## config.mk

```make
export PLATFORM = sky130hd
export DESIGN_NAME = text_banner_render
export DESIGN_NICKNAME = d
export VERILOG_FILES = /design/src/rtl/text_banner_render.sv
export SDC_FILE = /design/constraint.sdc
export NUM_CORES = 1
export LEC_CHECK = 0
export ABC_AREA = 1
export CAP_MARGIN = 20
export CORE_UTILIZATION = 45
export CTS_BUF_LIST = sky130_fd_sc_hd__clkbuf_8
export DETAILED_ROUTE_END_ITERATION = 7
export PLACE_DENSITY_LB_ADDON = 0.2
export SLEW_MARGIN = 10
export SYNTH_ARGS = -nofsm -noshare
export SYNTH_HDL_FRONTEND = slang
export SYNTH_SLANG_ARGS = --single-unit
```

## constraint.sdc

```tcl
create_clock -name clk -period 12.9 [get_ports clk]
set_input_delay 3.87 -clock clk [delete_from_list [all_inputs] [get_ports clk]]
set_output_delay 3.87 -clock clk [all_outputs]
set_load 0.005 [all_outputs]
```

## src/rtl/text_banner_render.sv

```systemverilog
// Renders a runtime-writable string of glyphs at a movable origin with integer pixel scaling.
// Supports static, blink and typewriter-reveal display modes, all paced by frame ticks.
module text_banner_render #(
    parameter int N_CHARS      = 8,
    parameter int GLYPH_W      = 5,
    parameter int GLYPH_H      = 7,
    parameter int SCALE_LOG2   = 2,
    parameter int PITCH        = 31,
    parameter int BLINK_FRAMES = 30,
    parameter int TYPE_FRAMES  = 8
) (
    input  logic                       clk,
    input  logic                       rst_n,
    input  logic [9:0]                 start_x,
    input  logic [9:0]                 start_y,
    input  logic [9:0]                 x,
    input  logic [9:0]                 y,
    input  logic                       frame_tick,
    input  logic [1:0]                 mode,
    input  logic                       wr_en,
    input  logic [$clog2(N_CHARS)-1:0] wr_idx,
    input  logic [5:0]                 wr_code,
    output logic [5:0]                 glyph_code,
    output logic [2:0]                 glyph_row,
    input  logic [GLYPH_W-1:0]         glyph_bits,
    output logic                       display,
    output logic                       done
);

    localparam int IDX_W = $clog2(N_CHARS);
    localparam int REV_W = $clog2(N_CHARS + 1);
    localparam int BC_W  = (BLINK_FRAMES > 1) ? $clog2(BLINK_FRAMES) : 1;
    localparam int TC_W  = (TYPE_FRAMES > 1) ? $clog2(TYPE_FRAMES) : 1;
    localparam logic [10:0] PX_W      = 11'(GLYPH_W << SCALE_LOG2);
    localparam logic [10:0] PX_H      = 11'(GLYPH_H << SCALE_LOG2);
    localparam logic [10:0] LAST_COL  = 11'(GLYPH_W - 1);
    localparam logic [10:0] SCREEN_LIM = 11'd1024;

    typedef enum logic [1:0] {
        MODE_STATIC = 2'b00,
        MODE_BLINK  = 2'b01,
        MODE_TYPE   = 2'b10,
        MODE_ALT    = 2'b11
    } mode_t;

    logic [5:0]         slot_q [N_CHARS];
    logic [5:0]         slot_d [N_CHARS];
    logic [10:0]        dx_vec [N_CHARS];
    logic [N_CHARS-1:0] hit_vec;

    logic [10:0] dy;
    logic        y_in;

    // Extend to 11 bits so origins past the right screen edge never alias back.
    assign dy   = {1'b0, y} - {1'b0, start_y};
    assign y_in = ({1'b0, y} >= {1'b0, start_y}) && (dy < PX_H);

    genvar gi;
    generate
        for (gi = 0; gi < N_CHARS; gi++) begin : g_slot
            logic [10:0] origin;
            assign origin      = {1'b0, start_x} + 11'(gi * PITCH);
            assign dx_vec[gi]  = {1'b0, x} - origin;
            assign hit_vec[gi] = (origin < SCREEN_LIM) && ({1'b0, x} >= origin)
                                 && (dx_vec[gi] < PX_W) && y_in;

            always_comb begin
                slot_d[gi] = slot_q[gi];
                if (wr_en && (32'(wr_idx) == gi)) begin
                    slot_d[gi] = wr_code;
                end
            end

            always_ff @(posedge clk or negedge rst_n) begin
                if (!rst_n) begin
                    slot_q[gi] <= 6'd0;
                end else begin
                    slot_q[gi] <= slot_d[gi];
                end
            end
        end
    endgenerate

    logic             hit;
    logic [IDX_W-1:0] hit_idx;
    logic [10:0]      hit_dx;
    logic [10:0]      col;
    logic [10:0]      bit_sel;
    logic [GLYPH_W-1:0] row_shift;
    logic             pix;

    // Scan from the top index down so the lowest overlapping slot wins.
    always_comb begin
        hit     = 1'b0;
        hit_idx = '0;
        hit_dx  = '0;
        for (int i = N_CHARS - 1; i >= 0; i--) begin
            if (hit_vec[i]) begin
                hit     = 1'b1;
                hit_idx = IDX_W'(i);
                hit_dx  = dx_vec[i];
            end
        end
    end

    assign glyph_code = hit ? slot_q[hit_idx] : 6'd0;
    assign glyph_row  = 3'(dy >> SCALE_LOG2);
    assign col        = hit_dx >> SCALE_LOG2;
    assign bit_sel    = LAST_COL - col;
    assign row_shift  = glyph_bits >> bit_sel;
    assign pix        = hit && (glyph_code != 6'd0) && row_shift[0];

    logic [1:0]       mode_q, mode_d;
    logic [BC_W-1:0]  blink_cnt_q, blink_cnt_d;
    logic             blink_vis_q, blink_vis_d;
    logic [TC_W-1:0]  type_cnt_q, type_cnt_d;
    logic [REV_W-1:0] reveal_q, reveal_d;
    logic             done_q, done_d;
    logic             display_q, display_d;
    logic             visible;

    always_comb begin
        mode_d      = mode;
        blink_cnt_d = blink_cnt_q;
        blink_vis_d = blink_vis_q;
        type_cnt_d  = type_cnt_q;
        reveal_d    = reveal_q;
        visible     = 1'b1;

        case (mode_t'(mode))
            MODE_BLINK: visible = blink_vis_q;
            MODE_TYPE:  visible = REV_W'(hit_idx) < reveal_q;
            default:    visible = 1'b1;
        endcase

        // A mode switch restarts the animation and swallows any coincident tick.
        if (mode != mode_q) begin
            blink_cnt_d = '0;
            blink_vis_d = 1'b1;
            type_cnt_d  = '0;
            reveal_d    = '0;
        end else if (frame_tick) begin
            case (mode_t'(mode))
                MODE_BLINK: begin
                    if (blink_cnt_q == BC_W'(BLINK_FRAMES - 1)) begin
                        blink_cnt_d = '0;
                        blink_vis_d = ~blink_vis_q;
                    end else begin
                        blink_cnt_d = blink_cnt_q + 1'b1;
                    end
                end
                MODE_TYPE: begin
                    if (type_cnt_q == TC_W'(TYPE_FRAMES - 1)) begin
                        type_cnt_d = '0;
                        if (reveal_q != REV_W'(N_CHARS)) begin
                            reveal_d = reveal_q + 1'b1;
                        end
                    end else begin
                        type_cnt_d = type_cnt_q + 1'b1;
                    end
                end
                default: ;
            endcase
        end

        done_d    = (reveal_d == REV_W'(N_CHARS));
        display_d = pix && visible;
    end

    always_ff @(posedge clk or negedge rst_n) begin
        if (!rst_n) begin
            mode_q      <= 2'b00;
            blink_cnt_q <= '0;
            blink_vis_q <= 1'b1;
            type_cnt_q  <= '0;
            reveal_q    <= '0;
            done_q      <= 1'b0;
            display_q   <= 1'b0;
        end else begin
            mode_q      <= mode_d;
            blink_cnt_q <= blink_cnt_d;
            blink_vis_q <= blink_vis_d;
            type_cnt_q  <= type_cnt_d;
            reveal_q    <= reveal_d;
            done_q      <= done_d;
            display_q   <= display_d;
        end
    end

    assign display = display_q;
    assign done    = done_q;

endmodule

```

=== Word level (Yosys, flattened, before mapping) ===
Index checks and enable logic that the tools add are counted.

* Register bits after elaboration: 65
* Input bits: 60
* Logic and storage cells: 171
* Output and inout port bits: 11

* Reductions and logical operators: 45
* Bitwise operators: 2
* Magnitude comparators: 28
* Shift operators: 1
* $add $sub $neg: 20
* Multiplexer cells: 46
* Eq/ne operators: 14

{| class="wikitable"
|+ Operator list
! cell !! number
|-
| 11-bit by 5-bit < comparator with 1-bit output, second input constant || 9
|-
| 11-bit 2-to-1 mux || 8
|-
| 10-bit by 11-bit greater-or-equal comparator with 1-bit output || 7
|-
| 11-bit < comparator, second input constant || 7
|-
| 10-bit by 11-bit subtractor with 11-bit output || 7
|-
| 1-bit logical AND || 36
|-
| 3-bit 2-to-1 mux || 12
|-
| 10-bit by 8-bit adder with 11-bit output, second input constant || 3
|-
| 10-bit by 7-bit adder with 11-bit output, second input constant || 2
|-
| 10-bit by 10-bit subtractor with 11-bit output || 2
|-
| 10-bit greater-or-equal comparator || 2
|-
| 4-bit 2-to-1 mux || 5
|-
| 5-bit 2-to-1 mux || 4
|-
| 6-bit binary-select mux with 3-bit select || 1
|-
| 6-bit 2-to-1 mux || 3
|-
| 3-bit == test, second input constant || 5
|-
| 1-bit 2-to-1 mux || 12
|-
| 10-bit by 5-bit adder with 11-bit output, second input constant || 1
|-
| 10-bit by 6-bit adder with 11-bit output, second input constant || 1
|-
| 10-bit by 11-bit < comparator with 1-bit output, second input constant || 1
|-
| 5-bit by 11-bit right shift with 1-bit output || 1
|-
| 3-bit by 9-bit subtractor with 10-bit output, first input constant || 1
|-
| 2-bit nonzero test || 4
|-
| 3-bit by 2-bit == test with 1-bit output, second input constant || 2
|-
| other kinds (19) || 20
|}

=== Logic depth before layout (Yosys ltp) ===
* Depth in word-level cells: 22
* Mapped depth: 38
* Depth with buffers taken out: 37

=== Least setup slack after synthesis ===
No wires, ideal clock.

* Path kind: in2out
* Start point: in start_x[3]
* End point: out glyph_code[4]
* Data required time: 9,030 ps
* Slack: 2,097 ps
* Stages: 28
* Arrival time: 6,933 ps
* Path through: buf_4 > inv_2 > nand2_2 > nor2_1 > inv_1 > nor2_1 > nor3_1 > a21oi_1 > inv_1 > ha_1 > a21oi_1 > o21ai_0 > nor2_1 > nand2_1 > nand2_1 > nand2_1 > nor2_1 > inv_1 > nor2_2 > o21a_4 > nand3_2 > a21oi_4 > inv_2 > buf_6 > o211ai_1 > o21ai_0 > nand2_1 > nand2_1

* Longest elaborated chain between the ends: 18
* Elaborated cells on any way between the ends: 84

{| class="wikitable"
|+ RTL lines
! item !! RTL line !! text
|-
| start, declared || 14 || <nowiki>input logic [9:0] start_x,</nowiki>
|-
| 10-bit by 8-bit adder with 11-bit output || 62 || <nowiki>assign origin = {1'b0, start_x} + 11'(gi * PITCH);</nowiki>
|-
| 10-bit by 11-bit subtractor with 11-bit output (tied with other cells) || 63 || <nowiki>assign dx_vec[gi] = {1'b0, x} - origin;</nowiki>
|-
| 11-bit by 5-bit < comparator with 1-bit output / 1-bit logical AND (equally long branches) || 65, 64 ||
|-
| 1-bit logical AND (2 in series) || 65 || <nowiki>&& (dx_vec[gi] < PX_W) && y_in;</nowiki>
|-
| 3-bit 2-to-1 mux (8 in series) || 98 || <nowiki>if (hit_vec[i]) begin</nowiki>
|-
| 3-bit NOT with 4-bit output (not written as such) || 106 || <nowiki>assign glyph_code = hit ? slot_q[hit_idx] : 6'd0;</nowiki>
|-
| 6-bit binary-select mux with 3-bit select || 106 ||
|-
| 6-bit 2-to-1 mux (not written as such) (2 in series) || 106 ||
|-
| 6-bit 2-to-1 mux (*) || 106 ||
|-
| end, declared || 23 || <nowiki>output logic [5:0] glyph_code,</nowiki>
|}

Mark *: on every way between the ends. The rest lies on a longest branch, timed or not. The select of a mux whose other input is x is not followed.

=== Worst setup path in the final report ===
* Start point: in start_x[2]
* End point: out glyph_code[4]

The elaborated chain is that of the path after synthesis.

==> metrics.yaml <==
status:
  status: "finished, final reports clean"
timing:
  slew_headroom_pct: 31.4
  hold_viol: 0
  setup_viol: 0
  setup_ws_ps: 446
  rsz0062_at_grt: "false"
  min_period_ps: 12450
  tightest_slew_ps: 1020
  max_freq_mhz: 80.3
  setup_tns_ps: 0
  period_share_pct: 96.5
  maxSlewViolCount: 0
  holdWs_ps: 491
  clock_skew_ps: 3.32
final_layout:
  final_area_mm2: 0.0105
  final_cell_mix: "nand2_1 (469), inv_1 (202), nand3_1 (140)"
  layout_commonest_cell: "nand2_1"
  finish.utilization_pct: 52.8
  nNetsFinal: 1729
  drive_gt1_share_pct: 5.99
  area_delta_synth_final_pct: 13.4
  n_antenna_cell: 0
  final_cell_count_no_fill: 1834
placed_design:
  placed_area_mm2: 0.0102
  dp_worst_setup_slack_ps: 470
  dp.final_hpwl_um: 21800
  placed_cells: 1818
  globalplace.congestion: 1.04
  port-buffer-count: 70
cts:
  root_buffer: "clkbuf_8"
  cts_max_level: 3
  clock_latency_ps: 350
  cts_made_buffers: 9
  cts_sinks: 65
  cts_buffer_depth: 2
  ctsHoldBuffers: 0
  cts_setup_buffers: 0
  cts_resized: 0
  cts_tree: "built"
  clkTransAtPathRegs_ps: 70
pwr:
  leakage_nw: 5.63
  pwr_density_cell_mw_per_mm2: 84.0
  ir_drop_mv: 0.0870
  power_mw: 0.878
synth:
  synth.area.mux_share_pct: 0
  synth-edff-count: 0
  syn_area_per_cell_um2: 6.19
  synthAdderAreaFrac_pct: 14.2
  ys_seq_elements: 65
  synthSimpleGateAreaFrac_pct: 38.7
  synth-compound-area-share_pct: 12.6
  netlist_instances: 1490
  synthFlopType: "dfrtp_1"
  synth_cell_types: 56
  synth_xor_area_share_pct: 6.27
  syn_area_mm2: 0.00922
  async_flop_share_pct: 100
  synth_top_family_by_area: "simple AND/OR/NAND/NOR gates"
  synth_nets: 1655
  ys_seq_area_share_pct: 17.7
  ys_warn_count: 0
detailed_routing:
  routed_via_density: 5.30
  ant_nets: 0
  wire_per_inst_um: 15.0
  routed_wirelength_um: 27600
  firstDrtPassIters: 5
  drc_errors: 0
  drt_iter0_drc: 703
  route.vias.total: 9718
critical_path:
  cp.arrival_ps: 8580
  crit_path_max_fanout: 22
  start_kind: "input port"
  path_class: "in2out"
  required_ps: 9030
  crit_path_end_kind: "output pin"
grt:
  grtUsageTotal_pct: 26.4
  grt_max_degree: 66
  grt_antenna_before_repair: 0
  grt_pass1_vias: 8922
  grt_overflow: 0
  grt_pass1_wl_um: 45000
run:
  maxCapViolations: 0
floorplanning:
  num_rows: 51
  core_area_mm2: 0.0198
  num_io_pins: 71
  die-height_um: 145
  start_util_pct: 46.6
  dieArea_mm2: 0.0211
  die_w_um: 145
hold_path:
  min_path_type: "reg2reg"
power by group:
| group | switching (mW) | internal (mW) | total [mW] |
|---|---|---|---|
| Sequential | 0.0201 | 0.236 | 0.256 |
| Combinational | 0.267 | 0.163 | 0.431 |
| Clock | 0.0781 | 0.113 | 0.191 |
| Total | 0.365 | 0.512 | 0.878 |
sequential cells by signal, summed over array words and instances (netlist names):
name         cells
done             1
reveal_q         4
blink_cnt_q      5
display          1
mode_q           2
slot_q          48
blink_vis_q      1
type_cnt_q       3
cell usage after synthesis (all sizes together), types with 15 or more instances:
library cell  number  area, µm²
nand3b            15        113
nand3            149        798
nor3              18       95.1
xor2              56        490
inv              217        817
nand4             31        200
nand2            482       1850
a21oi             78        420
dfrtp             64       1600
o21ai             82        410
nor2             100        419
ha               105       1310
critical path, stage by stage:
cell             delay (ps)
clkdlybuf4s50_1         640
inv_2                   130
ha_1                    200
a21oi_1                 220
inv_1                   100
o21ai_0                 220
o21ai_0                 180
ha_1                    370
nand2_1                 110
nor3_1                  200
nand2_1                 100
nand2_1                  70
nand2_1                  70
nand2_1                  80
xor2_1                  170
nand2_1                  90
nor3_2                  180
nand2_1                 160
nand2_1                 100
nand2_1                  60
nand2_2                  80
buf_4                   250
a21oi_1                  90
o21ai_0                 170
nand2_1                  90
nand2_1                  80
clkdlybuf4s50_1         510
cell type report:
| class | count | area, µm² |
|---|---|---|
| Sequential cell | 65 | 1630 |
| Clock inverter | 6 | 82.6 |
| Tap cell | 265 | 332 |
| Timing Repair Buffer | 87 | 823 |
| Multi-Input combinational cell | 1183 | 6630 |
| Fill cell | 2032 | 9330 |
| Clock buffer | 10 | 138 |
| Inverter | 218 | 821 |
per-layer routing:
metal | part of all wire (%) | global-route usage [%] | up-vias | routed length, µm
li1 | - | - | 4995 | -
met1 | 48 | 36.9 | 4365 | 13200
met2 | 43 | 42.0 | 328 | 11900
met3 | 7.6 | 4.78 | 30 | 2090
met4 | 1.6 | 5.79 | 0 | 430
met5 | 0 | 0 | - | 0
kinds of logic after synthesis:
| family | count (synthesis) |
|---|---|
| fa+ha+maj | 105 |
| buf+inv | 242 |
| compound gates | 204 |
| xor+xnor | 66 |
| simple gates | 808 |
| flops | 65 |
final timing paths:
check / from / endpoint / slack [ps] / cells past startpoint
setup / recovery: start_x[2] / glyph_code[4] / 450 / 27
hold / removal: slot_q[29] / slot_q[29] / 490 / 2
setup reg to reg: type_cnt_q[0] / done / 11230 / 8
hold reg to reg: slot_q[29] / slot_q[29] / 490 / 2
max in group asynchronous: rst_n / slot_q[13] / 8680 / 2
min in group asynchronous: rst_n / type_cnt_q[0] / 3690 / 2
Note: power is estimated with default switching activity, not from simulation.
